`src/rtl/branch_resolve_unit.sv`:
```
// Branch resolve stage: evaluates control-flow ops, produces redirect/mispredict results
// behind a valid/ready register, and trains a table of 2-bit prediction counters.
package branch_resolve_pkg;
   typedef enum logic [3:0] {
      OP_NONE = 4'd0,
      OP_JAL  = 4'd1,
      OP_JALR = 4'd2,
      OP_BEQ  = 4'd3,
      OP_BNE  = 4'd4,
      OP_BLT  = 4'd5,
      OP_BGE  = 4'd6,
      OP_BLTU = 4'd7,
      OP_BGEU = 4'd8
   } instruction_type;
endpackage

module branch_resolve_unit
   import branch_resolve_pkg::*;
#(
   parameter int XLEN        = 64,
   parameter int BHT_ENTRIES = 64,
   parameter int CNT_W       = 32
) (
   input  logic                  clk,
   input  logic                  reset,
   input  logic                  in_valid,
   output logic                  in_ready,
   input  instruction_type       in_op,
   input  logic [XLEN-1:0]       in_pc,
   input  logic [XLEN-1:0]       in_op1,
   input  logic [XLEN-1:0]       in_op2,
   input  logic [XLEN-1:0]       in_target,
   input  logic                  in_pred_taken,
   input  logic [XLEN-1:0]       in_pred_target,
   input  logic                  flush,
   output logic                  out_valid,
   input  logic                  out_ready,
   output logic                  out_taken,
   output logic                  out_mispredict,
   output logic [XLEN-1:0]       out_redirect_pc,
   input  logic [XLEN-1:0]       lookup_pc,
   output logic                  lookup_taken,
   output logic [CNT_W-1:0]      stat_branches,
   output logic [CNT_W-1:0]      stat_mispredicts
);

   localparam int IDX_W = $clog2(BHT_ENTRIES);

   logic                  is_cond;
   logic                  is_jump;
   logic                  taken;
   logic                  op_eq;
   logic                  op_lt_s;
   logic                  op_lt_u;
   logic [XLEN-1:0]       eff_target;
   logic                  mispredict;
   logic                  accept;
   logic [IDX_W-1:0]      upd_idx;
   logic [IDX_W-1:0]      lookup_idx;

   logic                  out_valid_q, out_valid_d;
   logic                  out_taken_q, out_taken_d;
   logic                  out_mispredict_q, out_mispredict_d;
   logic [XLEN-1:0]       out_redirect_pc_q, out_redirect_pc_d;
   logic [CNT_W-1:0]      stat_br_q, stat_br_d;
   logic [CNT_W-1:0]      stat_mp_q, stat_mp_d;
   logic [1:0]            bht_q [BHT_ENTRIES];
   logic [1:0]            bht_d [BHT_ENTRIES];

   logic                  unused_lookup_bits;

   assign op_eq   = (in_op1 == in_op2);
   assign op_lt_s = ($signed(in_op1) < $signed(in_op2));
   assign op_lt_u = (in_op1 < in_op2);

   always_comb begin
      is_cond = 1'b0;
      is_jump = 1'b0;
      taken   = 1'b0;
      case (in_op)
         OP_JAL, OP_JALR: begin
            is_jump = 1'b1;
            taken   = 1'b1;
         end
         OP_BEQ:  begin is_cond = 1'b1; taken = op_eq;    end
         OP_BNE:  begin is_cond = 1'b1; taken = !op_eq;   end
         OP_BLT:  begin is_cond = 1'b1; taken = op_lt_s;  end
         OP_BGE:  begin is_cond = 1'b1; taken = !op_lt_s; end
         OP_BLTU: begin is_cond = 1'b1; taken = op_lt_u;  end
         OP_BGEU: begin is_cond = 1'b1; taken = !op_lt_u; end
         default: ;
      endcase
   end

   // JALR targets are halfword-aligned by clearing bit 0 of the computed address
   assign eff_target = (in_op == OP_JALR) ? {in_target[XLEN-1:1], 1'b0} : in_target;

   assign mispredict = (taken != in_pred_taken) ||
                       (taken && in_pred_taken && (eff_target != in_pred_target));

   assign in_ready = (!out_valid_q || out_ready) && !flush;
   assign accept   = in_valid && in_ready;

   assign upd_idx    = in_pc[IDX_W+1:2];
   assign lookup_idx = lookup_pc[IDX_W+1:2];

   assign unused_lookup_bits = ^{lookup_pc[XLEN-1:IDX_W+2], lookup_pc[1:0]};

   always_comb begin
      out_valid_d       = out_valid_q;
      out_taken_d       = out_taken_q;
      out_mispredict_d  = out_mispredict_q;
      out_redirect_pc_d = out_redirect_pc_q;
      stat_br_d         = stat_br_q;
      stat_mp_d         = stat_mp_q;
      bht_d             = bht_q;

      if (flush) begin
         out_valid_d = 1'b0;
      end else if (accept) begin
         out_valid_d       = 1'b1;
         out_taken_d       = taken;
         out_mispredict_d  = mispredict;
         out_redirect_pc_d = taken ? eff_target : in_pc + XLEN'(4);
      end else if (out_ready) begin
         out_valid_d = 1'b0;
      end

      // accept is already blocked by flush, so no flush term is needed here
      if (accept && (is_cond || is_jump)) begin
         if (!(&stat_br_q)) stat_br_d = stat_br_q + CNT_W'(1);
         if (mispredict && !(&stat_mp_q)) stat_mp_d = stat_mp_q + CNT_W'(1);
      end

      if (accept && is_cond) begin
         if (taken && (bht_q[upd_idx] != 2'b11)) begin
            bht_d[upd_idx] = bht_q[upd_idx] + 2'b01;
         end else if (!taken && (bht_q[upd_idx] != 2'b00)) begin
            bht_d[upd_idx] = bht_q[upd_idx] - 2'b01;
         end
      end
   end

   always_ff @(posedge clk or posedge reset) begin
      if (reset) begin
         out_valid_q       <= 1'b0;
         out_taken_q       <= 1'b0;
         out_mispredict_q  <= 1'b0;
         out_redirect_pc_q <= '0;
         stat_br_q         <= '0;
         stat_mp_q         <= '0;
         for (int i = 0; i < BHT_ENTRIES; i++) begin
            bht_q[i] <= 2'b01;
         end
      end else begin
         out_valid_q       <= out_valid_d;
         out_taken_q       <= out_taken_d;
         out_mispredict_q  <= out_mispredict_d;
         out_redirect_pc_q <= out_redirect_pc_d;
         stat_br_q         <= stat_br_d;
         stat_mp_q         <= stat_mp_d;
         bht_q             <= bht_d;
      end
   end

   assign out_valid        = out_valid_q;
   assign out_taken        = out_taken_q;
   assign out_mispredict   = out_mispredict_q;
   assign out_redirect_pc  = out_redirect_pc_q;
   assign stat_branches    = stat_br_q;
   assign stat_mispredicts = stat_mp_q;
   assign lookup_taken     = bht_q[lookup_idx][1];

endmodule

```
`config.mk`:
```
export PLATFORM = sky130hd
export DESIGN_NAME = branch_resolve_unit
export DESIGN_NICKNAME = d
export VERILOG_FILES = /design/src/rtl/branch_resolve_unit.sv
export SDC_FILE = /design/constraint.sdc
export NUM_CORES = 1
export LEC_CHECK = 0
export CAP_MARGIN = 10
export CORE_MARGIN = 8
export CORE_UTILIZATION = 44
export DETAILED_ROUTE_END_ITERATION = 7
export PLACE_DENSITY = 0.91
export SLEW_MARGIN = 20
export SYNTH_ARGS = -nofsm -noshare
export SYNTH_HDL_FRONTEND = slang
export SYNTH_SLANG_ARGS = --single-unit
```
`constraint.sdc`:
```
create_clock -name clk -period 7.9 [get_ports clk]
set_input_delay 1.58 -clock clk [delete_from_list [all_inputs] [get_ports clk]]
set_output_delay 1.58 -clock clk [all_outputs]
set_load 0.1 [all_outputs]
```
==> impl_results.md, run 1 <==
* Post-synth EDFFs at 0
* Area Growth Syn to Fin at 34.6%
* Setup Viol. Count Final at 0
* Yosys Warn Count at 0
* Critical path fanouts, max at 64
* Syn nets at 2,170
* Sw Ratio at 0.403
* Peak VDD IR at 0.181 mV
* Hold violation count in the final report at 0
* Netlist cell types at 62
* Initial drt markers at 1,634
* Routed Wire Length at 70.6 mm
* Placed Area at 22,200 um^2
* H-tree depth at 1
* Mean Syn Cell Area at 10.1 um^2
* Yosys reg bits at 259
* GRT met3 Usage at 0.0672
* IO buf count at 468
* Switching Power at 0.00186 W
* Crit path kind: input port to flop
* Die Area at 45,700 um^2
* Clock sink total at 259
* Most area-hungry cell type in the Yosys netlist: dfrtp_1
* Inst Count DP at 2,582
* RD Place Congestion at 0.994
* RSZ-0062 raised after global routing: false
* Core footprint at 38,600 um^2
* Largest net degree at the start of global routing at 168
* Internal power at 0.00276 W
* Final worst path period share at 0.831
* CTS resizes at 0
* Combinational family with the most area after synthesis: simple AND/OR/NAND/NOR gates
* Die Height at 214 um
* Synthesized instance count at 1,706
* Post-synthesis adder-cell area fraction at 0.0509
* Max cap viols at 0
* Simple-gate share of the synthesized area at 0.171
* Setup Skew at 0.0189 ns
* Post-synthesis mux area share at 0.152
* Combinational Power Share at 0.368
* Clk slew on worst S/H paths at 0.06 ns
* Compound-gate portion of the synthesized area at 0.0957
* Fmax achieved at 152 MHz
* Mapped Area at 17,200 um^2
* First-pass GRT wire length at 104 mm
* Vias in the first global route at 16,600
* Tot GR Track Use at 0.295
* Die W at 214 um
* Commonest cells after routing, fill and taps aside: 463 x clkdlybuf4s50_1, 195 x dfrtp_1, 156 x nor4_1
* Slew HR at 0.211
* HP Class: flop to flop
* Root Buffer: clkbuf_16
* Clock Power Share at 0.294
* Final ANT Viol Nets at 0
* GR Util met1 at 0.340
* Post-CTS Setup Bufs at 0
* Final #Nets at 2,559
* Top post-synthesis cells by area: dfrtp_1 28%, dfstp_2 9.8%, mux2_2 7.3%
* Clock Latency Late Sink at 0.56 ns
* Commonest non-fill, non-tap cell in the layout: clkdlybuf4s50_1
* Row cnt at 72
* Post-DP HPWL at 53.1 mm
* TNS Setup at 0 ns
* Reg2reg path depth at 9
* Initial antenna violation count at 6
* Post-layout util at 0.599
* Flop pwr share at 0.338
* Cts hold-fix bufs at 0
* Cells on Worst Hold Path at 1
* CP Data Arrival Time at 6.99 ns
* TritonCTS clock tree: yes
* Global routing met2 resource utilization at 0.510
* Setup crit end kind: flop
* Crit path required time at 8.33 ns
* Ports at 527
* CTS buffer count at 29
* Ratio of cells with drive above 1 in the final layout at 0.139
* Fraction of registers with async set/reset at 1.00
* Drt pass-1 iters at 6
* Via Count at 16,500
* Clock tree buffer depth at 3
* Setup crit start kind: input port
* Synth Flop Type: dfrtp_1
* Status: finished clean
* DRC Markers at 0
* Top cell type's share of synthesized area at 0.284
* Design Area, Final at 23,200 um^2
* Fillers at 3,044
* GR peak layer: met2
* Initial Util at 0.445
* Area share of xor/xnor cells in the synthesized design at 0.0952
* Min Tclk post-route at 6.56 ns
* Static Leak at 9.41 nW
* Final slew viol count at 0
* Fin cells at 2,640
* Design Power at 0.00462 W
* PD cells at 200 nW/um^2
* Sequential area share after synthesis at 0.381
* DR vias/cell at 6.26
* DR WL/cell at 26.7 um
* Actual slew at the worst max-slew pin at 1.18 ns
* Total gr overflow at 0
[cell usage after synthesis, types with 57 or more instances]
| library cell | number |
|---|---|
| inv_1 | 88 |
| clkbuf_1 | 108 |
| ha_1 | 70 |
| xnor2_1 | 83 |
| nor3_1 | 83 |
| nor4_1 | 156 |
| dfrtp_1 | 195 |
| mux2_2 | 112 |
| a221o_1 | 57 |
| xor2_1 | 104 |
| mux2i_1 | 67 |
| dfstp_2 | 64 |
| nand2_1 | 81 |
[worst paths after layout]
kind	to	slack, ns	startpoint
setup / recovery	bht_q[109]	1.34	in_pc[4]
max in group asynchronous	out_redirect_pc[12]	4.96	reset
hold / removal	stat_branches[27]	0.49	stat_branches[27]
min in group asynchronous	bht_q[59]	1.55	reset
setup reg to reg	bht_q[109]	3.65	flop
hold reg to reg	stat_branches[27]	0.49	stat_branches[27]
[layer usage]
| layer | up-vias | routed length [um] |
|---|---|---|
| met5 | - | 63 |
| met4 | 10 | 4850 |
| met3 | 266 | 6680 |
| met2 | 1051 | 34200 |
| met1 | 7996 | 24800 |
| li1 | 7198 | - |
[final cells by class]
type / count / area [um^2] / area share
multi-input cells: 1226 / 9770 / 0.422
flip-flops and latches: 259 / 6560 / 0.283
repair buffers: 491 / 4880 / 0.211
clock buffers: 39 / 823 / 0.0356
well taps: 518 / 648 / 0.0280
inverters: 88 / 334 / 0.0144
clock inverters: 12 / 125 / 0.00540
diodes: 7 / 17.5 / 0.000757
[power groups by stage]
stage | sequential (W) | clock (W) | combinational [W]
floorplan | 0.00220 | 0 | 0.000453
global placement | 0.00158 | 0 | 0.00167
detailed placement | 0.00158 | 0 | 0.00169
CTS | 0.00156 | 0.00137 | 0.00170
global route | 0.00157 | 0.00143 | 0.00176
finish | 0.00156 | 0.00136 | 0.00170
[worst max-delay path: stages]
cell and delay, ns:
clkdlybuf4s50_1 0.81, nand3_1 0.58, buf_4 0.36, o22ai_1 0.13, nor4_1 0.62, o22ai_1 0.19
nor4_1 0.81, ha_2 0.34, buf_4 0.61, nor4_1 0.18, mux2i_1 0.33, mux2_2 0.38
[cell families (layout without fill, tap and decap cells)]
family / count (synthesis) / in the layout
flip-flops: 259 / 259
AO/OA/AOI/OAI: 213 / 213
other: 0 / 7
AND/OR/NAND/NOR: 538 / 538
adder cells (fa/ha/maj): 70 / 70
multiplexers: 218 / 218
XOR/XNOR: 187 / 187
buffers and inverters: 221 / 630
[stage by stage]
step / setup WS (ns) / hold WS [ns]
3_5_place_dp: 1.13 / 0.475
3_3_place_gp: 1.28 / 0.469
6_report: 1.34 / 0.486
2_1_floorplan: 2.05 / 0.481
4_1_cts: 1.64 / 0.488
5_1_grt: 1.34 / 0.512
Power figures use the tool's default switching activity.
==> run 2: changes to the inputs <==
==> constraint.sdc (replaced) <==
create_clock -name clk -period 5.8 [get_ports clk]
set_input_delay 1.16 -clock clk [delete_from_list [all_inputs] [get_ports clk]]
set_output_delay 1.16 -clock clk [all_outputs]
set_load 0.1 [all_outputs]
==> run 2 against run 1 <==
Count of clock-buffer cells in the layout increased by 3. Setup slack got worse by 0.85 ns. Clock power increased by 43%. Worst hold slack got worse by 0.0015 ns. Final cell count increased by 1.1%. Largest cell class unchanged. Sequential share of layout area decreased by 0.44 points. Critical path type unchanged. Power increased by 39%. Highest routed layer unchanged. Register-to-register slack got worse by 1.1 ns.
==> impl_results.md, run 2 (synthesis results as in run 1) <==
* Place WS at 0.0958 ns (-1.04 ns)
* Slowest cell delay on critical path at 0.59 ns (-0.22 ns)
* DRC Markers at 0 (unchanged)
* First-pass GRT wire length at 105 mm (+1.3%)
* CP bufs+invs at 4 (+1)
* Final worst path period share at 0.916
* RSZ-0062 raised after global routing: false
* DR WL/cell at 26.9 um (+0.62%)
* Design Power at 0.00644 W (+39%)
* TNS Setup at 0 ns (unchanged)
* Post-DP HPWL at 54.5 mm (+2.7%)
* CTS resizes at 0 (unchanged)
* Switching Power at 0.00256 W (+37%)
* Peak VDD IR at 0.216 mV (+19%)
* Row cnt at 72 (unchanged)
* Clock Latency Late Sink at 0.57 ns (about the same)
* Initial Util at 0.445 (unchanged)
* Ports at 527 (unchanged)
* DR vias/cell at 6.29 (+0.50%)
* Root Buffer: clkbuf_16
* Setup Skew at 0.0292 ns (+0.0103 ns)
* TritonCTS clock tree: yes
* Setup Viol. Count Final at 0 (unchanged)
* Clock tree buffer depth at 3 (unchanged)
* Initial antenna violation count at 11 (+5)
* Ratio of cells with drive above 1 in the final layout at 0.152 (+0.0129)
* Clock sink total at 259 (unchanged)
* Worst hold start: out_taken
* Largest net degree at the start of global routing at 109 (-35%)
* Setup crit end kind: flop
* Cells on Worst Hold Path at 2 (+1)
* Initial drt markers at 1,703 (+4.2%)
* Tot GR Track Use at 0.300 (+0.00493)
* Final slew viol count at 0 (unchanged)
* Commonest non-fill, non-tap cell in the layout: clkdlybuf4s50_1
* Die Area at 45,700 um^2 (unchanged)
* Post-route setup slack at 0.489 ns (-0.848 ns)
* Crit path kind: input port to flop
* Die Height at 214 um (unchanged)
* HP Class: flop to flop
* Setup crit start kind: input port
* Combinational Power Share at 0.366 (-0.002)
* CP Data Arrival Time at 5.81 ns (-1.18 ns)
* Family with the most delay on the worst path: simple AND/OR/NAND/NOR gates
* Worst Hold End: out_taken
* Worst r2r dst: bht_q[63]
* Reg2reg path depth at 11 (+2)
* Critical path's most frequent cell: nand4_1
* CTS buffer count at 29 (unchanged)
* Actual slew at the worst max-slew pin at 1.20 ns (+0.0225 ns)
* Fillers at 3,010 (-1.1%)
* R2R Path Start: bht_q[125]
* Routed Wire Length at 71.8 mm (+1.7%)
* Critical Path Source: in_op2[30]
* Final ANT Viol Nets at 0 (unchanged)
* Vias in the first global route at 16,700 (+0.56%)
* FF-to-FF setup slack at 2.51 ns (-1.14 ns)
* IO buf count at 468 (unchanged)
* Flop pwr share at 0.332 (-0.006)
* Core footprint at 38,600 um^2 (unchanged)
* Worst path slowest cell: nor4_1
* Die W at 214 um (unchanged)
* Area Growth Syn to Fin at 36.7%
* Drt pass-1 iters at 6 (unchanged)
* Post-CTS Setup Bufs at 0 (unchanged)
* Max cap viols at 0 (unchanged)
* H-tree depth at 1 (unchanged)
* Hold WS at 0.485 ns (-0.00151 ns)
* RD Place Congestion at 0.979 (-1.5%)
* Cts hold-fix bufs at 0 (unchanged)
* Post-layout util at 0.608 (+0.00936)
* PD cells at 274 nW/um^2 (+37%)
* Hold violation count in the final report at 0 (unchanged)
* Cell Chain, Critical Path: clkdlybuf4s50_1, inv_1, ha_1, nand4_1, nor4_1, nand4_1, o311ai_0, o211ai_1, nand4_1, a21bo_4, ha_1, inv_1, buf_4, a21oi_1, nand3_1, nor4_1, xor2_1
* Internal power at 0.00388 W (+40%)
* Clk slew on worst S/H paths at 0.06 ns (about the same)
* Sw Ratio at 0.397 (-0.00512)
* Clock Power Share at 0.302 (+0.008)
* Critical path fanouts, max at 10 (-84%)
* Min Tclk post-route at 5.31 ns
* Crit path required time at 6.29 ns (-2.04 ns)
* Total gr overflow at 0 (unchanged)
* Fmax achieved at 188 MHz
* Status: finished clean
* Final #Nets at 2,588 (+1.1%)
* Commonest cells after routing, fill and taps aside: 462 x clkdlybuf4s50_1, 195 x dfrtp_1, 156 x nor4_1
* Static Leak at 9.61 nW (+2.1%)
* Via Count at 16,800 (+1.6%)
* Slew HR at 0.195 (-0.0150)
==> run 2: worst max path at each step <==
stage                                 endpoint  slack, ns  depth (start not counted)
after detailed placement  stat_mispredicts[29]        0.1                         17
after global placement    stat_mispredicts[19]       0.30                         17
final                     stat_mispredicts[29]       0.49                         17
after CTS                 stat_mispredicts[31]       0.66                         17
after floorplan           stat_mispredicts[25]       0.62                         18
after global routing      stat_mispredicts[29]       0.30                         17
==> run 2: metrics by stage <==
step / instance area (um^2) / cells
floorplan: 17200 / 1706
global route: 23500 / 2667
detailed placement: 22500 / 2611
CTS: 23500 / 2664
global placement: 22500 / 2611
finish: 23500 / 2668
==> run 2: power by group through the flow <==
stage          Clock [W]  Sequential, W  Combinational, W
6_report         0.00194        0.00213           0.00236
4_1_cts          0.00196        0.00213           0.00235
5_1_grt          0.00204        0.00214           0.00244
3_5_place_dp           0        0.00216           0.00234
3_3_place_gp           0        0.00215           0.00231
2_1_floorplan          0        0.00300          0.000617
==> run 2: final cells by class <==
| type | instances | area (um^2) | share of cell area |
|---|---|---|---|
| inverters | 88 | 334 | 0.0142 |
| clock inverters | 11 | 139 | 0.00591 |
| clock buffers | 42 | 865 | 0.0368 |
| repair buffers | 520 | 5190 | 0.221 |
| flip-flops and latches | 259 | 6560 | 0.279 |
| multi-input cells | 1226 | 9770 | 0.415 |
| well taps | 518 | 648 | 0.0276 |
| diodes | 4 | 10.0 | 0.000426 |
==> run 2: routing by layer <==
metal  part of all wire  routed length, um  vias to the layer above  global-route usage
met3              0.096               6880                      251              0.0602
met4              0.062               4480                       14               0.153
met1               0.35              25000                     8214               0.348
met2               0.49              35300                     1054               0.523
li1                   -                  -                     7247                   -
met5             0.0015                109                        -                   0
==> run 2: worst register-to-register path, stage by stage, from the launching register on <==
cell and delay (ns):
dfrtp_1 0.43, a22o_1 0.23, a221oi_1 0.26, a31oi_1 0.15, nor4_1 0.36, and4_1 0.27, inv_1 0.07, ha_2 0.24
buf_12 0.20, nor4_1 0.41, mux2i_1 0.22, mux2_2 0.33
